$ cat src/rtl/store_buffer_if.sv
// rtl/store_buffer_if.sv - store request, load-hit and memory drain signals of store_buffer
//
// Purpose : bundles the core-side store handshake, the load-hit probe, the
//           drain control and the word-wide memory write port.
// Modports: slave  - the store buffer itself
//           master - the core / memory side that drives and observes it
// Signals : st_valid/st_ready/st_funct3/st_addr/st_data/st_err - store request
//           drain                                              - block new stores
//           ld_addr/ld_hit                                     - pending-store probe
//           mem_valid/mem_ready/mem_addr/mem_wdata/mem_wstrb   - memory write
//           count/empty                                        - occupancy
interface store_buffer_if #(
    parameter int DEPTH = 4
);
    localparam int CW = $clog2(DEPTH) + 1;

    logic          st_valid;
    logic          st_ready;
    logic [2:0]    st_funct3;
    logic [31:0]   st_addr;
    logic [31:0]   st_data;
    logic          st_err;
    logic          drain;
    logic [31:0]   ld_addr;
    logic          ld_hit;
    logic          mem_valid;
    logic          mem_ready;
    logic [31:0]   mem_addr;
    logic [31:0]   mem_wdata;
    logic [3:0]    mem_wstrb;
    logic [CW-1:0] count;
    logic          empty;

    modport slave (
        input  st_valid, st_funct3, st_addr, st_data, drain, ld_addr, mem_ready,
        output st_ready, st_err, ld_hit, mem_valid, mem_addr, mem_wdata, mem_wstrb,
               count, empty
    );

    modport master (
        output st_valid, st_funct3, st_addr, st_data, drain, ld_addr, mem_ready,
        input  st_ready, st_err, ld_hit, mem_valid, mem_addr, mem_wdata, mem_wstrb,
               count, empty
    );
endinterface

$ cat src/rtl/store_buffer.sv
// rtl/store_buffer.sv - byte-lane aligning store FIFO between core and data memory
//
// Purpose : accepts sb/sh/sw requests, aligns data onto byte lanes with
//           write strobes, queues them in a DEPTH-entry circular buffer and
//           drains the head entry to a byte-strobed memory over valid/ready.
//           A word-address probe reports loads that hit a pending store.
// Ports   : clk   - rising-edge clock
//           reset - synchronous active-low reset
//           bus   - store_buffer_if.slave (store request, drain, load probe,
//                   memory write port, count/empty)
// Config  : STORE_BUF_MISALIGN_CHECK_EN - when defined, misaligned sh/sw are
//           accepted but discarded with an st_err pulse; when undefined they
//           are aligned down and queued.
module store_buffer #(
    parameter int DEPTH = 4
) (
    input  logic           clk,
    input  logic           reset,
    store_buffer_if.slave  bus
);
    localparam int AW = $clog2(DEPTH);
    localparam int CW = AW + 1;

    // Queue state
    logic [AW-1:0] r_wptr;
    logic [AW-1:0] r_rptr;
    logic [CW-1:0] r_count;
    logic          r_st_err;

    // Entry storage; deliberately not reset, occupancy is tracked by r_count
    logic [29:0]   r_ent_addr  [DEPTH];
    logic [31:0]   r_ent_wdata [DEPTH];
    logic [3:0]    r_ent_wstrb [DEPTH];

    logic          w_full;
    logic          w_empty;
    logic          w_st_ready;
    logic          w_accept;
    logic          w_enq;
    logic          w_deq;
    logic          w_bad;
    logic          w_misalign_h;
    logic          w_misalign_w;
    logic [31:0]   w_wdata;
    logic [3:0]    w_wstrb;
    logic [DEPTH-1:0] w_ent_valid;
    logic          w_ld_hit;
    logic          w_unused;

    assign w_full     = (r_count == CW'(DEPTH));
    assign w_empty    = (r_count == '0);

    // A full buffer refuses new stores even if the head leaves this cycle;
    // this keeps st_ready independent of mem_ready.
    assign w_st_ready = reset & ~w_full & ~bus.drain;
    assign w_accept   = bus.st_valid & w_st_ready;
    assign w_enq      = w_accept & ~w_bad;
    assign w_deq      = ~w_empty & bus.mem_ready;

`ifdef STORE_BUF_MISALIGN_CHECK_EN
    assign w_misalign_h = bus.st_addr[0];
    assign w_misalign_w = (bus.st_addr[1:0] != 2'b00);
`else
    assign w_misalign_h = 1'b0;
    assign w_misalign_w = 1'b0;
`endif

    // Lane alignment of the incoming request. Data is replicated across all
    // lanes so the strobe alone selects which bytes memory takes.
    always_comb begin
        w_wdata = bus.st_data;
        w_wstrb = 4'b1111;
        w_bad   = 1'b0;
        case (bus.st_funct3)
            3'b000: begin
                w_wdata = {4{bus.st_data[7:0]}};
                w_wstrb = 4'b0001 << bus.st_addr[1:0];
            end
            3'b001: begin
                w_wdata = {2{bus.st_data[15:0]}};
                w_wstrb = bus.st_addr[1] ? 4'b1100 : 4'b0011;
                w_bad   = w_misalign_h;
            end
            3'b010: begin
                w_wdata = bus.st_data;
                w_wstrb = 4'b1111;
                w_bad   = w_misalign_w;
            end
            default: begin
                w_bad   = 1'b1;
            end
        endcase
    end

    // Pointers, occupancy and error pulse
    always_ff @(posedge clk) begin
        if (!reset) begin
            r_wptr   <= '0;
            r_rptr   <= '0;
            r_count  <= '0;
            r_st_err <= 1'b0;
        end else begin
            // DEPTH is a power of two, so pointer overflow is the wrap
            if (w_enq) begin
                r_wptr <= r_wptr + 1'b1;
            end
            if (w_deq) begin
                r_rptr <= r_rptr + 1'b1;
            end
            case ({w_enq, w_deq})
                2'b10:   r_count <= r_count + 1'b1;
                2'b01:   r_count <= r_count - 1'b1;
                default: r_count <= r_count;
            endcase
            r_st_err <= w_accept & w_bad;
        end
    end

    // Entry write; w_enq is already gated by reset through st_ready
    always_ff @(posedge clk) begin
        if (w_enq) begin
            r_ent_addr[r_wptr]  <= bus.st_addr[31:2];
            r_ent_wdata[r_wptr] <= w_wdata;
            r_ent_wstrb[r_wptr] <= w_wstrb;
        end
    end

    // An entry is live when its distance from the head is below count
    always_comb begin
        w_ent_valid = '0;
        w_ld_hit    = 1'b0;
        for (int i = 0; i < DEPTH; i++) begin
            w_ent_valid[i] = (CW'(AW'(i) - r_rptr) < r_count);
            if (w_ent_valid[i] && (r_ent_addr[i] == bus.ld_addr[31:2])) begin
                w_ld_hit = 1'b1;
            end
        end
    end

    // Byte offset of the load address is irrelevant to a word match
    assign w_unused      = ^bus.ld_addr[1:0];

    assign bus.st_ready  = w_st_ready;
    assign bus.st_err    = r_st_err;
    assign bus.ld_hit    = w_ld_hit;
    assign bus.mem_valid = ~w_empty;
    assign bus.mem_addr  = {r_ent_addr[r_rptr], 2'b00};
    assign bus.mem_wdata = r_ent_wdata[r_rptr];
    assign bus.mem_wstrb = r_ent_wstrb[r_rptr];
    assign bus.count     = r_count;
    assign bus.empty     = w_empty;
endmodule

$ cat src/flat_wrapper.sv
// flat-port wrapper written by rule: the top's interface ports become plain ports
module store_buffer_flat 
#(
    parameter int DEPTH = 4
)
  (clk, reset, bus_st_valid, bus_st_funct3, bus_st_addr, bus_st_data, bus_drain, bus_ld_addr, bus_mem_ready, bus_st_ready, bus_st_err, bus_ld_hit, bus_mem_valid, bus_mem_addr, bus_mem_wdata, bus_mem_wstrb, bus_count, bus_empty);
  store_buffer_if #(.DEPTH(DEPTH)) bus_i ();
  input  logic clk;
  input  logic reset;
  input wire logic [$bits(bus_i.st_valid)-1:0] bus_st_valid;
  input wire logic [$bits(bus_i.st_funct3)-1:0] bus_st_funct3;
  input wire logic [$bits(bus_i.st_addr)-1:0] bus_st_addr;
  input wire logic [$bits(bus_i.st_data)-1:0] bus_st_data;
  input wire logic [$bits(bus_i.drain)-1:0] bus_drain;
  input wire logic [$bits(bus_i.ld_addr)-1:0] bus_ld_addr;
  input wire logic [$bits(bus_i.mem_ready)-1:0] bus_mem_ready;
  output wire logic [$bits(bus_i.st_ready)-1:0] bus_st_ready;
  output wire logic [$bits(bus_i.st_err)-1:0] bus_st_err;
  output wire logic [$bits(bus_i.ld_hit)-1:0] bus_ld_hit;
  output wire logic [$bits(bus_i.mem_valid)-1:0] bus_mem_valid;
  output wire logic [$bits(bus_i.mem_addr)-1:0] bus_mem_addr;
  output wire logic [$bits(bus_i.mem_wdata)-1:0] bus_mem_wdata;
  output wire logic [$bits(bus_i.mem_wstrb)-1:0] bus_mem_wstrb;
  output wire logic [$bits(bus_i.count)-1:0] bus_count;
  output wire logic [$bits(bus_i.empty)-1:0] bus_empty;
  assign bus_i.st_valid = bus_st_valid;
  assign bus_i.st_funct3 = bus_st_funct3;
  assign bus_i.st_addr = bus_st_addr;
  assign bus_i.st_data = bus_st_data;
  assign bus_i.drain = bus_drain;
  assign bus_i.ld_addr = bus_ld_addr;
  assign bus_i.mem_ready = bus_mem_ready;
  assign bus_st_ready = bus_i.st_ready;
  assign bus_st_err = bus_i.st_err;
  assign bus_ld_hit = bus_i.ld_hit;
  assign bus_mem_valid = bus_i.mem_valid;
  assign bus_mem_addr = bus_i.mem_addr;
  assign bus_mem_wdata = bus_i.mem_wdata;
  assign bus_mem_wstrb = bus_i.mem_wstrb;
  assign bus_count = bus_i.count;
  assign bus_empty = bus_i.empty;
  store_buffer #(.DEPTH(DEPTH)) u_core (.clk(clk), .reset(reset), .bus(bus_i));
endmodule
$ cat config.mk
export PLATFORM = sky130hd
export DESIGN_NAME = store_buffer_flat
export DESIGN_NICKNAME = d
export VERILOG_FILES = /design/src/rtl/store_buffer_if.sv /design/src/rtl/store_buffer.sv /design/src/flat_wrapper.sv
export SDC_FILE = /design/constraint.sdc
export NUM_CORES = 1
export LEC_CHECK = 0
export BUFFER_PORTS_ARGS = -buffer_cell sky130_fd_sc_hd__buf_2
export CELL_PAD_IN_SITES_DETAIL_PLACEMENT = 1
export CELL_PAD_IN_SITES_GLOBAL_PLACEMENT = 1
export CORE_MARGIN = 2
export CORE_UTILIZATION = 30
export DETAILED_ROUTE_END_ITERATION = 7
export PLACE_DENSITY = 0.57
export SYNTH_ARGS = -nofsm -noshare
export SYNTH_HDL_FRONTEND = slang
export SYNTH_SLANG_ARGS = --single-unit
$ cat constraint.sdc
create_clock -name clk -period 4.32 [get_ports clk]
set_clock_uncertainty 0.15 [all_clocks]
set_input_delay 0.864 -clock clk [delete_from_list [all_inputs] [get_ports clk]]
set_output_delay 0.864 -clock clk [all_outputs]
set_load 0.02 [all_outputs]
# Word level (Yosys, flattened, before mapping)
# Memories as Yosys holds them, arrays and structs flattened. A register that Yosys moved wholly into a read port is not among the register bits.
# Cells that the tools add are included.
# W data, S select, Z words.
# word_totals
input_bits	104
ramBits	264
ff_bits	8
mem_count	3
elab_cells	63
# mem_list
memory	words	width	rd	rd_ports_with_merged_regs	wr	line	text
u_core.r_ent_wdata	4	32	1	1	1	store_buffer.sv:32	logic [31:0] r_ent_wdata [DEPTH];
u_core.r_ent_addr	4	30	5	1	1	store_buffer.sv:31	logic [29:0] r_ent_addr [DEPTH];
u_core.r_ent_wstrb	4	4	1	1	1	store_buffer.sv:33	logic [3:0] r_ent_wstrb [DEPTH];
# op_classes
n_reduce_logical	8
eq_ne	9
bitwise_logic	9
n_mux	17
n_shift	1
add_sub_neg	8
order_cmp	4
# ops
op	n
$eq A30 B30 Y1	4
$pmux W32 S2	1
$lt A3 B3 Y1	4
$mux W2	6
$pmux W4 S2	1
$mux W1	7
$and A1 B1 Y1	6
$logic_not A3 Y1	2
$pmux W3 S2	1
$sub A1 B2 Y3 const A	2
$sub A2 B2 Y3 const A	2
$add A2 B1 Y2 const B	2
$logic_and A1 B1 Y1	4
$mux W4	1
$shl A1 B2 Y4 const A	1
$add A3 B1 Y3 const B	1
$eq A3 B1 Y1 const B	1
$eq A3 B2 Y1 const B	1
$eq A3 B3 Y1 const B	1
$not A1 Y1	3
$reduce_or A3 Y1	1
$sub A3 B1 Y3 const B	1
$eq A2 B1 Y1 const B	1
$eq A2 B2 Y1 const B	1
$reduce_bool A2 Y1	1

# Depth between registers and ports, before layout
# logic_depth
depth_word	8
ltp_mapped	11
mapped_depth_nobuf	10

# Least setup slack after synthesis
# OpenSTA, ideal clock, no wires.
# synth_timing
path_kind	input -> register
start	input port reset
end	memory u_core.r_ent_addr[0][0] (enable)
setup_time_ns	0.395
stages	5
n_path_buf	1
arrival_time_ns	2.791
required_time_ns	3.775
setup_slack_ns	0.984
cell_sequence	clkinv_1 > a311oi_2 > and3_1 > buf_6 > and2_2
# synth_between
elab_chain_cells	6
# synth_rtl
item	line	text
start: declaration	flat_wrapper.sv:9	input logic reset;
$and A1 B1 Y1 (2 in a row)	store_buffer.sv:55	assign w_st_ready = reset & ~w_full & ~bus.drain;
named net bus_st_ready	flat_wrapper.sv:17	output wire logic [$bits(bus_i.st_ready)-1:0] bus_st_ready;
$and A1 B1 Y1	store_buffer.sv:56	assign w_accept = bus.st_valid & w_st_ready;
$and A1 B1 Y1	store_buffer.sv:57	assign w_enq = w_accept & ~w_bad;
$mux W1	store_buffer.sv:121	if (w_enq) begin
$mux W1 (implied by the code)	store_buffer.sv:122	r_ent_addr[r_wptr] <= bus.st_addr[31:2];
end: declaration	store_buffer.sv:31	
# The timed path passes the listed nets, and every way through them passes these cells.

# Final worst setup path
# layout_timing
start	register u_core.r_rptr[1]
end	output port bus_ld_hit
# layout_between
elab_chain_cells	7
elab_cells_between_ends	16
classes_between	4 x add/sub; 4 x order compare; 4 x mux; 4 x reduce/logical
# layout_rtl
item	line	text
start: declaration	store_buffer.sv:26	logic [AW-1:0] r_rptr;
start signal: assignment	store_buffer.sv:108	r_rptr <= r_rptr + 1'b1;
$sub A1 B2 Y3	store_buffer.sv:133	w_ent_valid[i] = (CW'(AW'(i) - r_rptr) < r_count);
$lt A3 B3 Y1	store_buffer.sv:133	
$logic_and A1 B1 Y1	store_buffer.sv:134	if (w_ent_valid[i] && (r_ent_addr[i] == bus.ld_addr[31:2])) begin
$mux W1 (3 in a row)	store_buffer.sv:134	
$mux W1 *	store_buffer.sv:134	
end: declaration	flat_wrapper.sv:19	output wire logic [$bits(bus_i.ld_hit)-1:0] bus_ld_hit;
# Every way passes the cells marked *; elsewhere a longest branch is shown, timed or not.

==> reports/metrics.yaml <==
worst-path-buf-inv: 3
port_buffers: 175
grt_pass1_wl_um: 47800
dp_hpwl_um: 22700
gr-total-overflow: 0
status: "finished, final reports clean"
cts_root_buf: "clkbuf_16"
ios: 180
cts_sinks: 274
max_slew_margin_pct: 40.7
hold_viol_final: 0
cts_tree: "built"
worstHoldPathType: "reg -> reg"
cellLeakagePower_nw: 4.85
ctsResizeCount: 0
seq_area_mm2: 0.00814
synth-seq-cells: 274
h-tree-depth: 2
core-area_mm2: 0.0395
synthesis.area_mm2: 0.0120
grt_max_degree: 37
ant_nets: 0
worst_pin_slew_ns: 0.885
rrSetupSlack_ns: 1.67
clock_latency_ns: 0.49
numCtsBuffers: 34
crit_type: "reg -> out"
holdPathStages: 2
critPathTopFamily: "adder cells"
p_per_area_mw_per_mm2: 422
die_area_mm2: 0.0415
syn_avg_cell_area_um2: 18.2
first_pass_iters: 4
routed_via_density: 4.64
drive_gt1_share_pct: 37.6
die_y_um: 204
synth_top_cell_area_share_pct: 66.3
crit_path_end: "bus_ld_hit"
die_w_um: 204
placed_area_mm2: 0.0135
place_congestion: 0.746
dp.cells: 1338
synth_ff_type: "edfxtp_1"
detail_route.wl_per_cell_um: 23.2
rsz0062_at_grt: "no"
yosysWarnings: 0
postLayoutCellArea_mm2: 0.0146
grt_use_total_pct: 15.9
grt_pass1_vias: 7204
multi_input_area_mm2: 0.00362
reg2reg_from: "u_core.bus.count[0]"
ys_types: 36
clock_path_buffers: 3
post_cts_buffers: 0
vdd_drop_max_mv: 0.333
max_freq_ghz: 0.280
synth_area_leaders: "edfxtp_1, mux4_2, xnor2_1, xor2_1, dfxtp_1"
setup_tns_ns: 0
maxCapViolations: 0
route.detailed.drc: 0
cp.depth: 9
worst_setup_path_end_kind: "output pin"
synth_cells: 658
yosysTopAreaCell: "edfxtp_1"
required_ns: 3.31
nets: 968
start_util_pct: 30.3
final_cells: 1403
yosysSeqAreaShare_pct: 67.9
fillCellCount: 4053
period_share_pct: 82.8
synth_edf_count: 264
ys_async_sr_fraction_pct: 0
maxSlewViolCount: 0
drt_wl_total_um: 32500
setup_viol_count_final: 0
cp.arrival_ns: 2.56
r2r_cells: 10
max_stage_delay_ns: 0.42
num_rows: 73
critPathMaxFanout: 5
crit_start: "u_core.r_rptr[1]"
period_needed_ns: 3.58
slowest_stage: "dfxtp_1"
worstSetupStartpointType: "register"
timing.rr.end: "u_core.bus.count[2]"
timing.critical_path.cells: "inv_1 > ha_1 > inv_1 > ha_1 > a21o_1 > a211oi_1 > nand4_1 > nand4_1 > buf_2"
vias: 6514
fin_util_pct: 36.9
grt_antenna_before_repair: 9
first_iter_violations: 325
clkTransAtPathRegs_ns: 0.06
holdBufCountCts: 0
synthToLayoutAreaGrowth_pct: 22.0
[stage by stage]
step	power (mW)	setup slack [ns]	hold WS (ns)
2_1_floorplan	3.30	0.984	0.319
3_3_place_gp	3.52	0.745	0.346
3_5_place_dp	3.52	0.749	0.357
4_1_cts	6.25	0.670	0.365
5_1_grt	6.39	0.563	0.405
6_report	6.16	0.745	0.360
[synth_stat cells, types with 2 or more instances]
master / n
edfxtp_1: 264
xnor2_1: 76
mux4_2: 66
xor2_1: 48
nand4_1: 21
mux2_2: 16
nor2_1: 16
nor4_1: 16
a21oi_1: 15
clkbuf_1: 15
ha_1: 14
inv_1: 13
buf_2: 12
dfxtp_1: 10
mux2i_1: 8
nand2_1: 7
o21ai_0: 6
buf_1: 5
nand3_1: 5
and2_2: 4
buf_4: 3
a211oi_1: 2
a21o_1: 2
or3_1: 2
[power by group]
group	switching (mW)	internal [mW]	leakage, nW
Clock	1.09	1.62	0.511
Combinational	0.287	0.207	1.87
Sequential	0.0251	2.94	2.46
Total	1.40	4.76	4.85
[tightest hold or removal path: stages, from the launching register on]
cell     delay (ns)
dfxtp_1        0.34
nand2_1        0.07
a21oi_1        0.05
[worst min path at each step]
stage | slack (ns) | from | end
global route | 0.41 | bus_st_addr[10] | u_core.r_ent_addr[0][8]
finish | 0.36 | u_core.r_wptr[1] | u_core.r_wptr[1]
global placement | 0.35 | u_core.r_wptr[1] | u_core.r_wptr[1]
CTS | 0.37 | u_core.r_wptr[1] | u_core.r_wptr[1]
detailed placement | 0.36 | u_core.r_wptr[1] | u_core.r_wptr[1]
floorplan | 0.32 | u_core.r_wptr[1] | u_core.r_wptr[1]
[flip-flops by register name, summed over array words and instances, names as in the netlist, named ones only]
register	flops
u_core.bus.count	3
u_core.bus.st_err	1
u_core.r_ent_addr	120
u_core.r_ent_wdata	128
u_core.r_ent_wstrb	16
u_core.r_rptr	2
u_core.r_wptr	2
[per-layer routing]
layer | part of all wire, % | track usage (%)
met5 | 0.15 | 0
met3 | 8.2 | 5.27
met2 | 49 | 26.5
met4 | 1.8 | 3.62
met1 | 41 | 19.9
[cell usage in the layout (no fill, tap or decap), types with 2 or more instances in the layout]
cell / n
o21ai_0: 6
mux4_2: 66
or3_1: 2
clkbuf_1: 7
buf_2: 175
inv_1: 13
dfxtp_4: 2
a211oi_1: 2
and2_4: 4
nor4_1: 16
nor2_1: 16
nand4_1: 21
conb_1: 2
clkinvlp_4: 2
mux2_2: 16
dfxtp_1: 8
buf_12: 6
nand2_1: 7
mux2i_1: 8
a21o_1: 2
xor2_1: 48
ha_1: 14
edfxtp_1: 264
clkbuf_16: 35
xnor2_1: 76
clkinv_1: 8
bufinv_16: 2
a21oi_1: 15
inv_6: 2
nand3_1: 5
diode_2: 5
clkinv_2: 4
buf_4: 9
[cells by family (layout without fill, tap and decap cells)]
family / after synthesis / after routing / synth area share (%)
other cells: 1 / 7 / 0.0313
flops: 274 / 274 / 67.9
fa+ha+maj: 15 / 15 / 1.63
simple gates: 76 / 76 / 3.52
mux: 90 / 90 / 14.6
xor+xnor: 124 / 124 / 9.08
compound gates: 27 / 27 / 1.32
buf+inv: 51 / 265 / 1.88
[final cells by class]
| class | instances | area share, % |
|---|---|---|
| Clock buffer | 43 | 6.27 |
| Multi-Input combinational cell | 334 | 24.8 |
| Tap cell | 525 | 4.50 |
| Antenna cell | 5 | 0.0857 |
| Timing Repair Buffer | 190 | 7.28 |
| Clock inverter | 17 | 0.951 |
| Inverter | 15 | 0.386 |
| Sequential cell | 274 | 55.7 |
Power figures use the tool's default switching activity.
